===== src/rtl/sap1_controlador_sequenciador_if.sv =====
// rtl/sap1_controlador_sequenciador_if.sv - SAP-1 sequencer run/opcode inputs and control word bundle
interface sap1_controlador_sequenciador_if;
  logic       run;
  logic [3:0] opcode;
  logic       PC_INC, PC_OUT, MAR_IN, RAM_OUT, IR_IN, IR_OUT;
  logic       ACC_IN, ACC_OUT, B_IN, ULA_SUB, ULA_OUT, OUT_IN;
  logic [5:0] t_state;
  logic       halted;

  modport master (
    output run, opcode,
    input  PC_INC, PC_OUT, MAR_IN, RAM_OUT, IR_IN, IR_OUT,
    input  ACC_IN, ACC_OUT, B_IN, ULA_SUB, ULA_OUT, OUT_IN,
    input  t_state, halted
  );

  modport slave (
    input  run, opcode,
    output PC_INC, PC_OUT, MAR_IN, RAM_OUT, IR_IN, IR_OUT,
    output ACC_IN, ACC_OUT, B_IN, ULA_SUB, ULA_OUT, OUT_IN,
    output t_state, halted
  );
endinterface


===== src/rtl/sap1_controlador_sequenciador.sv =====
// rtl/sap1_controlador_sequenciador.sv - SAP-1 one-hot T1..T6 ring counter and instruction decoder
module sap1_controlador_sequenciador (
  input logic                             clock,
  input logic                             clear,
  sap1_controlador_sequenciador_if.slave ctl
);

  typedef enum logic [5:0] {
    T1 = 6'b000001,
    T2 = 6'b000010,
    T3 = 6'b000100,
    T4 = 6'b001000,
    T5 = 6'b010000,
    T6 = 6'b100000
  } t_state_e;

  localparam logic [3:0] OP_LDA = 4'b0000;
  localparam logic [3:0] OP_ADD = 4'b0001;
  localparam logic [3:0] OP_SUB = 4'b0010;
  localparam logic [3:0] OP_OUT = 4'b1110;
  localparam logic [3:0] OP_HLT = 4'b1111;

  typedef struct packed {
    logic pc_inc, pc_out, mar_in, ram_out, ir_in, ir_out;
    logic acc_in, acc_out, b_in, ula_sub, ula_out, out_in;
  } ctrl_t;

  t_state_e t_state_q;
  logic     halted_q;
  ctrl_t    ctrl;

  // A corrupted ring is forced back to T1 even while run is low.
  always_ff @(posedge clock) begin
    if (!clear) begin
      t_state_q <= T1;
      halted_q  <= 1'b0;
    end else if (!$onehot(t_state_q)) begin
      t_state_q <= T1;
    end else if (ctl.run && !halted_q) begin
      if (t_state_q == T4 && ctl.opcode == OP_HLT) begin
        halted_q <= 1'b1;
      end else begin
        case (t_state_q)
          T1:      t_state_q <= T2;
          T2:      t_state_q <= T3;
          T3:      t_state_q <= T4;
          T4:      t_state_q <= T5;
          T5:      t_state_q <= T6;
          default: t_state_q <= T1;
        endcase
      end
    end
  end

  always_comb begin
    ctrl = '0;
    if (clear && ctl.run && !halted_q) begin
      case (t_state_q)
        T1: begin ctrl.pc_out = 1'b1; ctrl.mar_in = 1'b1; end
        T2: ctrl.pc_inc = 1'b1;
        T3: begin ctrl.ram_out = 1'b1; ctrl.ir_in = 1'b1; end
        T4: begin
          if (ctl.opcode == OP_LDA || ctl.opcode == OP_ADD || ctl.opcode == OP_SUB) begin
            ctrl.ir_out = 1'b1;
            ctrl.mar_in = 1'b1;
          end else if (ctl.opcode == OP_OUT) begin
            ctrl.acc_out = 1'b1;
            ctrl.out_in  = 1'b1;
          end
        end
        T5: begin
          if (ctl.opcode == OP_LDA) begin
            ctrl.ram_out = 1'b1;
            ctrl.acc_in  = 1'b1;
          end else if (ctl.opcode == OP_ADD || ctl.opcode == OP_SUB) begin
            ctrl.ram_out = 1'b1;
            ctrl.b_in    = 1'b1;
            ctrl.ula_sub = (ctl.opcode == OP_SUB);
          end
        end
        T6: begin
          if (ctl.opcode == OP_ADD || ctl.opcode == OP_SUB) begin
            ctrl.ula_out = 1'b1;
            ctrl.acc_in  = 1'b1;
            ctrl.ula_sub = (ctl.opcode == OP_SUB);
          end
        end
        default: ctrl = '0;
      endcase
    end
  end

  assign ctl.PC_INC  = ctrl.pc_inc;
  assign ctl.PC_OUT  = ctrl.pc_out;
  assign ctl.MAR_IN  = ctrl.mar_in;
  assign ctl.RAM_OUT = ctrl.ram_out;
  assign ctl.IR_IN   = ctrl.ir_in;
  assign ctl.IR_OUT  = ctrl.ir_out;
  assign ctl.ACC_IN  = ctrl.acc_in;
  assign ctl.ACC_OUT = ctrl.acc_out;
  assign ctl.B_IN    = ctrl.b_in;
  assign ctl.ULA_SUB = ctrl.ula_sub;
  assign ctl.ULA_OUT = ctrl.ula_out;
  assign ctl.OUT_IN  = ctrl.out_in;
  assign ctl.t_state = t_state_q;
  assign ctl.halted  = halted_q;

endmodule


===== src/flat_wrapper.sv =====
// flat-port wrapper written by rule: the top's interface ports become plain ports
module sap1_controlador_sequenciador_flat 
  (clock, clear, ctl_run, ctl_opcode, ctl_PC_INC, ctl_PC_OUT, ctl_MAR_IN, ctl_RAM_OUT, ctl_IR_IN, ctl_IR_OUT, ctl_ACC_IN, ctl_ACC_OUT, ctl_B_IN, ctl_ULA_SUB, ctl_ULA_OUT, ctl_OUT_IN, ctl_t_state, ctl_halted);
  sap1_controlador_sequenciador_if ctl_i ();
  input logic clock;
  input logic clear;
  input wire logic [$bits(ctl_i.run)-1:0] ctl_run;
  input wire logic [$bits(ctl_i.opcode)-1:0] ctl_opcode;
  output wire logic [$bits(ctl_i.PC_INC)-1:0] ctl_PC_INC;
  output wire logic [$bits(ctl_i.PC_OUT)-1:0] ctl_PC_OUT;
  output wire logic [$bits(ctl_i.MAR_IN)-1:0] ctl_MAR_IN;
  output wire logic [$bits(ctl_i.RAM_OUT)-1:0] ctl_RAM_OUT;
  output wire logic [$bits(ctl_i.IR_IN)-1:0] ctl_IR_IN;
  output wire logic [$bits(ctl_i.IR_OUT)-1:0] ctl_IR_OUT;
  output wire logic [$bits(ctl_i.ACC_IN)-1:0] ctl_ACC_IN;
  output wire logic [$bits(ctl_i.ACC_OUT)-1:0] ctl_ACC_OUT;
  output wire logic [$bits(ctl_i.B_IN)-1:0] ctl_B_IN;
  output wire logic [$bits(ctl_i.ULA_SUB)-1:0] ctl_ULA_SUB;
  output wire logic [$bits(ctl_i.ULA_OUT)-1:0] ctl_ULA_OUT;
  output wire logic [$bits(ctl_i.OUT_IN)-1:0] ctl_OUT_IN;
  output wire logic [$bits(ctl_i.t_state)-1:0] ctl_t_state;
  output wire logic [$bits(ctl_i.halted)-1:0] ctl_halted;
  assign ctl_i.run = ctl_run;
  assign ctl_i.opcode = ctl_opcode;
  assign ctl_PC_INC = ctl_i.PC_INC;
  assign ctl_PC_OUT = ctl_i.PC_OUT;
  assign ctl_MAR_IN = ctl_i.MAR_IN;
  assign ctl_RAM_OUT = ctl_i.RAM_OUT;
  assign ctl_IR_IN = ctl_i.IR_IN;
  assign ctl_IR_OUT = ctl_i.IR_OUT;
  assign ctl_ACC_IN = ctl_i.ACC_IN;
  assign ctl_ACC_OUT = ctl_i.ACC_OUT;
  assign ctl_B_IN = ctl_i.B_IN;
  assign ctl_ULA_SUB = ctl_i.ULA_SUB;
  assign ctl_ULA_OUT = ctl_i.ULA_OUT;
  assign ctl_OUT_IN = ctl_i.OUT_IN;
  assign ctl_t_state = ctl_i.t_state;
  assign ctl_halted = ctl_i.halted;
  sap1_controlador_sequenciador u_core (.clock(clock), .clear(clear), .ctl(ctl_i));
endmodule

===== config.mk =====
export PLATFORM = sky130hd
export DESIGN_NAME = sap1_controlador_sequenciador_flat
export DESIGN_NICKNAME = d
export VERILOG_FILES = /design/src/rtl/sap1_controlador_sequenciador_if.sv /design/src/rtl/sap1_controlador_sequenciador.sv /design/src/flat_wrapper.sv
export SDC_FILE = /design/constraint.sdc
export NUM_CORES = 1
export LEC_CHECK = 0
export CORE_AREA = 2 2 44 46
export DETAILED_ROUTE_END_ITERATION = 10
export DIE_AREA = 0 0 46 48
export PLACE_DENSITY = 0.83
export SLEW_MARGIN = 20
export SYNTH_ARGS = -nofsm -noshare
export SYNTH_HDL_FRONTEND = slang
export SYNTH_SLANG_ARGS = --single-unit
export TNS_END_PERCENT = 30

===== constraint.sdc =====
create_clock -name clock -period 2.36 [get_ports clock]
set_input_delay 0.236 -clock clock [delete_from_list [all_inputs] [get_ports clock]]
set_output_delay 0.236 -clock clock [all_outputs]
set_load 0.05 [all_outputs]

==> results.py, run 1 <==
metrics = {
    "place": {
        "port_buffers": 25,
        "dp_hpwl_mm": 1.53,
        "dp_cells": 123,
        "finalWeightedCongestion": 0.967,
        "preCtsSetupSlack_ns": 0.122,
        "dpl_cell_area_mm2": 0.00112,
    },
    "power_and_ir_drop": {
        "p_sw_share_pct": 44.7,
        "p_leak_uw": 0.000477,
        "pwr-share-comb_pct": 60.4,
        "power_density_mw_per_mm2": 578,
        "vdd_drop_max_uv": 427,
        "seqPwrFrac_pct": 22.3,
        "p_sw_uw": 309,
        "clockPowerShare_pct": 17.3,
        "p_int_uw": 383,
    },
    "timing": {
        "min_period_ns": 2.28,
        "tns_ns": 0,
        "fin_crit_sh_pct": 96.7,
        "skew_ns": 0.00821,
        "setup_viol": 0,
        "fmax_mhz": 438,
        "max_slew_margin_pct": 65.3,
        "slew_viol_final": 0,
        "hold_violations": 0,
        "worstMarginPinSlew_ns": 0.519,
        "setup_ws_ns": 0.0770,
    },
    "global_routing": {
        "overflow": 0,
        "gr-usage-all-layers_pct": 19.6,
        "grt_first_pass_wirelength_mm": 3.04,
        "grt_max_degree": 7,
        "antenna_found_initial": 0,
        "first_global_vias": 696,
    },
    "worst_setup_path": {
        "crit_type": "reg -> reg",
        "worst-path-buf-inv": 2,
        "cp_top_family": "adder cells",
        "cp-start-kind": "flop",
        "crit_path_end_kind": "flop",
        "crit_top_cell": "ha_1",
        "cpMaxStageDelayCell": "dfxtp_1",
        "path_max_fanout": 4,
        "cp.arrival_ns": 2.44,
        "critPathMaxStageDelay_ns": 0.38,
        "critPathRequiredTime_ns": 2.51,
        "cp_cell_sequence": "inv_1 -> ha_1 -> fa_1 -> ha_1 -> xnor2_1 -> nand4b_1 -> buf_4 -> a41oi_2 -> nand2_1",
    },
    "cts": {
        "cts_sinks": 7,
        "cts_buffers": 3,
        "cts_hold_buf": 0,
        "cts_tree": "yes",
        "h-tree-depth": 1,
        "root_buffer": "clkbuf_4",
        "insertion_delay_ns": 0.26,
        "cts_buffer_depth": 2,
        "clkSlewWorstSetupHoldPaths_ns": 0.06,
    },
    "synthesis": {
        "ys_ff_latch": 7,
        "syn_avg_cell_area_um2": 8.87,
        "synth_nets": 101,
        "synthArstFlopShare_pct": 0,
        "synth-edff-count": 0,
        "yosysWarnings": 0,
        "synth_cells": 79,
        "synth_cell_types": 26,
        "synth_ff_type": "dfxtp_1",
        "synth.cell_area_um2": 701,
        "yosysSeqAreaShare_pct": 20.0,
    },
    "final_layout": {
        "final_core_util_pct": 71.0,
        "nets": 135,
        "n_fill_cell": 117,
        "drive_above_1_share_pct": 32.1,
        "antennaDiodeCount": 0,
        "area.growth.synth_to_final_pct": 71.1,
        "layout.cells.non_filler": 129,
        "stdcell_area_mm2": 0.00120,
    },
    "die": {
        "ios": 26,
        "start_util_pct": 41.5,
        "die_area_mm2": 0.00221,
        "row_count": 15,
        "chipHeight_um": 48,
        "die_w_um": 46,
        "core_area_mm2": 0.00169,
    },
    "routing": {
        "drtIter0Drc": 15,
        "wl_mm": 1.91,
        "drt-vias-per-instance": 5.51,
        "drtPass1Iterations": 4,
        "drc": 0,
        "routedWlPerCell_um": 14.8,
        "num_vias": 711,
        "ant_nets": 0,
    },
    "worst_hold_path": {
        "worst_hold_path_type": "reg -> reg",
    },
    "job": {
        "cap_violations": 0,
    },
    "outcome": {
        "outcome": "finished, final reports clean",
    },
}
==> cell type report <==
class / instances / area, µm² / area share (%)
Timing Repair Buffer: 30 / 408 / 34.0
Sequential cell: 7 / 149 / 12.4
Multi-Input combinational cell: 63 / 564 / 47.1
Inverter: 8 / 30.0 / 2.51
Clock buffer: 4 / 26.3 / 2.19
Tap cell: 17 / 21.3 / 1.77
==> power groups by stage <==
stage	Clock (µW)	Sequential (µW)	Combinational [µW]
after floorplan	0	199	178
after global placement	0	150	349
after detailed placement	0	152	364
after CTS	121	149	366
after global routing	129	158	453
final	120	154	418
==> cell usage after synthesis (all sizes together) (2+ instances only) <==
cell	count	share of area, %
nand3	7	6.8
nor3	2	1.4
mux2	4	6.4
nor4	2	1.8
o22ai	2	1.8
ha	13	23
nor2	12	6.4
dfxtp	7	20
fa	2	5.7
nand2	6	3.2
inv	8	4.3
==> stage by stage <==
| stage | hold WS (ns) | total power [µW] |
|---|---|---|
| global route | 0.535 | 740 |
| finish | 0.517 | 692 |
| global placement | 0.483 | 499 |
| floorplan | 0.361 | 377 |
| CTS | 0.511 | 635 |
| detailed placement | 0.501 | 515 |
==> metal layers <==
| layer | vias to the layer above | wire, µm | global-route usage [%] |
|---|---|---|---|
| met5 | - | 0 | 0 |
| met1 | 326 | 734 | 21.7 |
| met4 | 0 | 72 | 11.4 |
| met2 | 34 | 964 | 35.3 |
| met3 | 9 | 142 | 3.40 |
| li1 | 342 | - | - |
==> timing repair <==
action / CTS / global route
endpoints found under the setup margin: 0 / 2
endpoints found under the hold margin: 0 / 0
buffers inserted: 0 / 2
resized for setup: 0 / 9
==> tightest hold or removal path, cell delays in order, from the launching register on <==
cell and delay [ns]:
dfxtp_4 0.36, nand2_1 0.07, nand2_1 0.05
==> cells by family (layout without fill, tap and decap cells) <==
family	Yosys count	count (layout)	share of synthesized area, %
and+or+nand+nor	33	33	23.9
adders and majority gates	15	15	28.9
buffers and inverters	9	42	5.36
AOI/OAI and AO/OA	8	8	11.4
DFF	7	7	20.0
muxes	5	5	7.86
xor gates and xnor gates	2	2	2.50
==> placed cells by master, fill, tap and decap left out, drive strengths merged, types with 4 or more instances in the layout <==
master,count
buf,17
clkbuf,4
clkdlybuf4s50,13
dfxtp,7
ha,13
inv,8
mux2,4
nand2,6
nand3,7
nor2,12
==> sequential cells by signal (all words and copies together), names as in the netlist <==
name	flops
u_core.ctl.halted	1
u_core.ctl.t_state	6
==> final timing paths <==
check | from | end | slack [ns] | cells past startpoint
setup / recovery | u_core.ctl.t_state[5] | u_core.ctl.t_state[0] | 0.08 | 9
hold / removal | u_core.ctl.t_state[0] | u_core.ctl.t_state[0] | 0.52 | 2
setup reg to reg | u_core.ctl.t_state[5] | u_core.ctl.t_state[0] | 0.08 | 9
hold reg to reg | u_core.ctl.t_state[0] | u_core.ctl.t_state[0] | 0.52 | 2
No activity file was read; power rests on OpenSTA's default activity.
==> inputs of run 2 (changes only) <==
--- a/config.mk
+++ b/config.mk
@@ -5,10 +5,12 @@
 export SDC_FILE = /design/constraint.sdc
 export NUM_CORES = 1
 export LEC_CHECK = 0
-export CORE_AREA = 2 2 44 46
+export ABC_CLOCK_PERIOD_IN_PS = 2360
+export CORE_AREA = 2 2 41 43
 export DETAILED_ROUTE_END_ITERATION = 10
-export DIE_AREA = 0 0 46 48
-export PLACE_DENSITY = 0.83
+export DIE_AREA = 0 0 43 45
+export DONT_BUFFER_PORTS = 1
+export PLACE_DENSITY = 0.71
 export SLEW_MARGIN = 20
 export SYNTH_ARGS = -nofsm -noshare
 export SYNTH_HDL_FRONTEND = slang
==> results.py, run 2 (synthesis gave the netlist of run 1 again) <==
metrics = {
    "timing": {
        "fin_crit_sh_pct": 93.3,
        "rsz0062_at_grt": "yes",
        "fmax_mhz": 454,
        "worstMarginPinSlew_ns": 0.396,
        "slew_viol_final": 0,
        "max_slew_margin_pct": 73.5,
        "min_period_ns": 2.20,
        "hold_violations": 0,
        "skew_ns": 0.00313,
        "setup_viol": 0,
    },
    "power_and_ir_drop": {
        "p_leak_uw": 0.000405,
        "vdd_drop_max_uv": 449,
        "power_density_mw_per_mm2": 643,
        "power.total_uw": 581,
    },
    "cts": {
        "cts_sinks": 7,
        "cts_buffer_depth": 2,
        "cts_buffers": 3,
        "insertion_delay_ns": 0.26,
        "cts-resized-gates": 0,
        "cts_hold_buf": 0,
        "cts_tree": "yes",
        "h-tree-depth": 1,
        "root_buffer": "clkbuf_4",
        "clkSlewWorstSetupHoldPaths_ns": 0.05,
        "post-cts-setup-buffers": 0,
    },
    "place": {
        "port_buffers": 0,
        "dp_cells": 113,
        "dp_hpwl_mm": 1.38,
        "dpl_cell_area_um2": 871,
        "finalWeightedCongestion": 0.856,
    },
    "final_layout": {
        "nets": 124,
        "largest_register_ffs": 6,
        "stdcell_area_um2": 903,
        "layout_commonest_cell": "buf_4",
        "drive_above_1_share_pct": 30.7,
        "final_core_util_pct": 61.4,
        "area.growth.synth_to_final_pct": 28.9,
        "layout_common_cells": "buf_4 (19), ha_1 (13), nor2_1 (12)",
        "layout.cells.non_filler": 117,
        "antennaDiodeCount": 0,
    },
    "die": {
        "chipHeight_um": 45,
        "row_count": 14,
        "start_util_pct": 47.6,
        "die_area_mm2": 0.00194,
        "core_area_mm2": 0.00147,
        "die_w_um": 43,
        "ios": 26,
    },
    "worst_setup_path": {
        "cp.arrival_ns": 2.35,
        "crit_path_end_kind": "flop",
        "critPathRequiredTime_ns": 2.50,
        "cp-start-kind": "flop",
        "worstReg2RegStart": "u_core.ctl.t_state[1]",
        "path_max_fanout": 4,
        "crit_start": "u_core.ctl.t_state[1]",
        "crit_type": "reg -> reg",
        "reg2regPathDepth": 8,
        "rr_endpoint": "u_core.ctl.t_state[0]",
        "r2r_slack_ns": 0.16,
    },
    "worst_hold_path": {
        "hold-path-endpoint": "u_core.ctl.halted",
        "hold_depth": 1,
        "worst_hold_path_type": "in -> reg",
        "hp-start": "ctl_run",
    },
    "routing": {
        "routedWlPerCell_um": 13.8,
        "drtIter0Drc": 8,
        "drc": 0,
        "wl_mm": 1.61,
        "ant_nets": 0,
        "drtPass1Iterations": 4,
        "drt-vias-per-instance": 5.49,
        "num_vias": 642,
    },
    "global_routing": {
        "antenna_found_initial": 0,
        "overflow": 0,
        "first_global_vias": 620,
        "gr-usage-all-layers_pct": 19.0,
        "grt_first_pass_wirelength_mm": 2.60,
        "grt_max_degree": 8,
    },
    "job": {
        "cap_violations": 0,
    },
    "outcome": {
        "outcome": "finished, final reports clean",
    },
}
==> run 2: changes by cell type in the layout (fill, tap and decap cells not counted), sizes merged <==
cell,before,now
clkdlybuf4s50,13,0
buf,17,19
==> run 2: worst max path at each step <==
| stage | endpoint | slack, ns |
|---|---|---|
| 3_3_place_gp | u_core.ctl.halted | 0.18 |
| 4_1_cts | u_core.ctl.halted | 0.14 |
| 6_report | u_core.ctl.t_state[0] | 0.16 |
| 2_1_floorplan | ctl_ULA_SUB | -0.24 |
| 5_1_grt | u_core.ctl.t_state[0] | -0.04 |
| 3_5_place_dp | u_core.ctl.halted | 0.14 |
==> run 2: critical path, cell delays in order (launching register included) <==
cell and delay [ns]:
dfxtp_1 0.38, inv_1 0.10, ha_1 0.31, fa_1 0.42, ha_1 0.20, xnor2_1 0.16, nand4b_1 0.21, a41oi_1 0.23
nand2_1 0.08
==> run 2: cell type report <==
| type | count | area [µm²] |
|---|---|---|
| Fill cell | 142 | 568 |
| Tap cell | 16 | 20.0 |
| Timing Repair Buffer | 19 | 143 |
| Clock buffer | 4 | 26.3 |
| Sequential cell | 7 | 140 |
| Multi-Input combinational cell | 63 | 544 |
| Inverter | 8 | 30.0 |
==> run 2: power by group <==
group | internal, µW | total [µW] | switching (µW)
logic | 113 | 321 | 208
registers | 133 | 147 | 13.4
clock network | 64.8 | 113 | 48.5
total | 311 | 581 | 270
==> run 2: metrics by stage <==
step           setup TNS [ns]  setup slack (ns)  hold slack [ns]
2_1_floorplan          -0.497            -0.242            0.361
3_3_place_gp                0             0.184            0.372
3_5_place_dp                0             0.139            0.368
4_1_cts                     0             0.135           0.0987
5_1_grt               -0.0366           -0.0366            0.106
6_report                    0             0.157            0.104
==> run 2: per-layer routing <==
metal  up-vias  wire length (µm)  GRT usage, %
met3         5               111          3.20
met1       293               682          21.0
met4         0                40          13.9
met5         -                 0             0
li1        320                 -             -
met2        24               775          33.0
==> inputs of run 3 (changes only) <==
--- a/config.mk
+++ b/config.mk
@@ -6,9 +6,10 @@
 export NUM_CORES = 1
 export LEC_CHECK = 0
 export ABC_CLOCK_PERIOD_IN_PS = 2360
-export CORE_AREA = 2 2 41 43
+export CAP_MARGIN = 20
+export CORE_AREA = 4 4 43 45
 export DETAILED_ROUTE_END_ITERATION = 10
-export DIE_AREA = 0 0 43 45
+export DIE_AREA = 0 0 47 49
 export DONT_BUFFER_PORTS = 1
 export PLACE_DENSITY = 0.71
 export SLEW_MARGIN = 20
==> constraint.sdc (replaced) <==
create_clock -name clock -period 2.36 [get_ports clock]
set_input_delay 0.472 -clock clock [delete_from_list [all_inputs] [get_ports clock]]
set_output_delay 0.472 -clock clock [all_outputs]
set_load 0.05 [all_outputs]
==> results.py, run 3 (synthesis gave the netlist of run 1 again) <==
metrics = {
    "routing": {
        "ant_nets": 0,
        "drc": 0,
        "num_vias": 658,
        "wl_mm": 1.76,
        "routedWlPerCell_um": 14.8,
        "drtPass1Iterations": 4,
        "drtIter0Drc": 9,
        "drt-vias-per-instance": 5.53,
    },
    "global_routing": {
        "antenna_found_initial": 0,
        "grt_first_pass_wirelength_mm": 2.94,
        "grt_use_met2_pct": 29.6,
        "gr-usage-all-layers_pct": 17.6,
        "grt_busiest_layer": "met2",
        "grt_max_degree": 7,
        "first_global_vias": 671,
        "grt_use_met3_pct": 2.21,
        "overflow": 0,
        "grtUsageMet1_pct": 20.9,
    },
    "timing": {
        "setup_ws_ns": 0.0922,
        "fmax_mhz": 441,
        "skew_ns": 0.00168,
        "min_period_ns": 2.27,
        "max_slew_margin_pct": 72.0,
        "worstMarginPinSlew_ns": 0.419,
        "setup_viol": 0,
        "hold_ws_ns": 0.345,
        "slew_viol_final": 0,
        "hold_violations": 0,
        "fin_crit_sh_pct": 96.1,
    },
    "worst_setup_path": {
        "path_max_fanout": 3,
        "critPathMaxStageDelay_ns": 0.42,
        "cp_cell_sequence": "inv_1 -> ha_1 -> fa_1 -> ha_1 -> xnor2_2 -> nand4b_1 -> nor4_2 -> a22o_1",
        "cp-start-kind": "flop",
        "reg2regPathDepth": 8,
        "critPathRequiredTime_ns": 2.56,
        "crit_top_cell": "ha_1",
        "crit_type": "reg -> reg",
        "cp.arrival_ns": 2.47,
        "crit_path_end_kind": "flop",
        "cpMaxStageDelayCell": "fa_1",
    },
    "cts": {
        "cts_tree": "yes",
        "clkSlewWorstSetupHoldPaths_ns": 0.05,
        "root_buffer": "clkbuf_4",
        "cts_sinks": 7,
        "insertion_delay_ns": 0.25,
        "cts_buffers": 3,
        "cts_buffer_depth": 2,
        "h-tree-depth": 1,
    },
    "die": {
        "row_count": 14,
        "die_area_mm2": 0.00230,
        "core_area_mm2": 0.00147,
        "ios": 26,
        "chipHeight_um": 49,
        "start_util_pct": 47.6,
        "die_w_um": 47,
    },
    "power_and_ir_drop": {
        "vdd_drop_max_uv": 347,
        "pwr-share-comb_pct": 57.1,
        "p_sw_uw": 274,
        "p_int_uw": 327,
        "seqPwrFrac_pct": 24.4,
        "p_sw_share_pct": 45.6,
        "p_leak_uw": 0.000419,
        "clockPowerShare_pct": 18.4,
        "power_density_mw_per_mm2": 634,
    },
    "final_layout": {
        "final_core_util_pct": 64.4,
        "drive_above_1_share_pct": 36.9,
        "layout_commonest_cell": "buf_4",
        "layout_common_cells": "buf_4 (20), ha_1 (13), nor2_1 (12)",
        "area.growth.synth_to_final_pct": 35.2,
        "antennaDiodeCount": 0,
        "n_fill_cell": 142,
        "nets": 126,
        "largest_register_ffs": 6,
    },
    "job": {
        "cap_violations": 0,
    },
    "place": {
        "dp_hpwl_mm": 1.50,
        "preCtsSetupSlack_ns": 0.133,
        "port_buffers": 0,
        "finalWeightedCongestion": 0.852,
    },
    "worst_hold_path": {
        "hold_depth": 1,
        "worst_hold_path_type": "in -> reg",
    },
    "outcome": {
        "outcome": "finished, final reports clean",
    },
}
==> run 3: cell types whose count changed in the layout (fill, tap and decap cells not counted), sizes merged <==
cell and delta:
buf +2
==> run 3: critical path, delay by kind of cell (launching register included) <==
kind	cells	cell delay, ns
XOR/XNOR	1	0.18
AO/OA/AOI/OAI	1	0.15
buffers and inverters	1	0.07
adder cells (fa/ha/maj)	3	0.96
AND/OR/NAND/NOR	2	0.48
flip-flops	1	0.36
==> run 3: metal layers <==
layer  share of wire [%]  wire (µm)
met5                   0          0
met4                 2.5         44
met3                 8.3        147
met2                  50        873
met1                  40        696
==> run 3: final cells by class <==
type	count	area [µm²]	share of cell area [%]
multi-input cells	63	557	58.8
repair buffers	21	170	18.0
flip-flops and latches	7	144	15.2
inverters	8	30.0	3.17
clock buffers	4	26.3	2.77
well taps	16	20.0	2.11
==> run 3: stage by stage <==
step / setup TNS [ns] / cells / cell area, µm² / power (µW)
finish: 0 / 119 / 947 / 601
floorplan: -0.778 / 79 / 721 / 378
global route: -0.00399 / 119 / 947 / 640
CTS: 0 / 118 / 922 / 585
global placement: 0 / 114 / 896 / 460
detailed placement: 0 / 114 / 896 / 472
==> run 3: path summary, 6_finish.rpt <==
| path | slack [ns] | start | to |
|---|---|---|---|
| hold reg to reg | 0.56 | u_core.ctl.t_state[4] | u_core.ctl.t_state[4] |
| setup / recovery | 0.09 | u_core.ctl.t_state[0] | u_core.ctl.halted |
| setup reg to reg | 0.09 | u_core.ctl.t_state[0] | u_core.ctl.halted |
| hold / removal | 0.35 | ctl_run | u_core.ctl.halted |
==> run 3: repair_timing <==
item / 4_1_cts / 5_1_grt
setup buffers: 0 / 1
gates resized for setup: 0 / 5
hold buffers: 0 / 0
setup endpoints to repair: 0 / 1
endpoints found under the hold margin: 0 / 0
==> run 3: power groups by stage <==
stage / clock (µW) / sequential, µW / combinational, µW
after floorplan: 0 / 199 / 179
after detailed placement: 0 / 148 / 324
final: 111 / 147 / 343
after CTS: 114 / 146 / 326
after global routing: 121 / 149 / 371
after global placement: 0 / 148 / 312
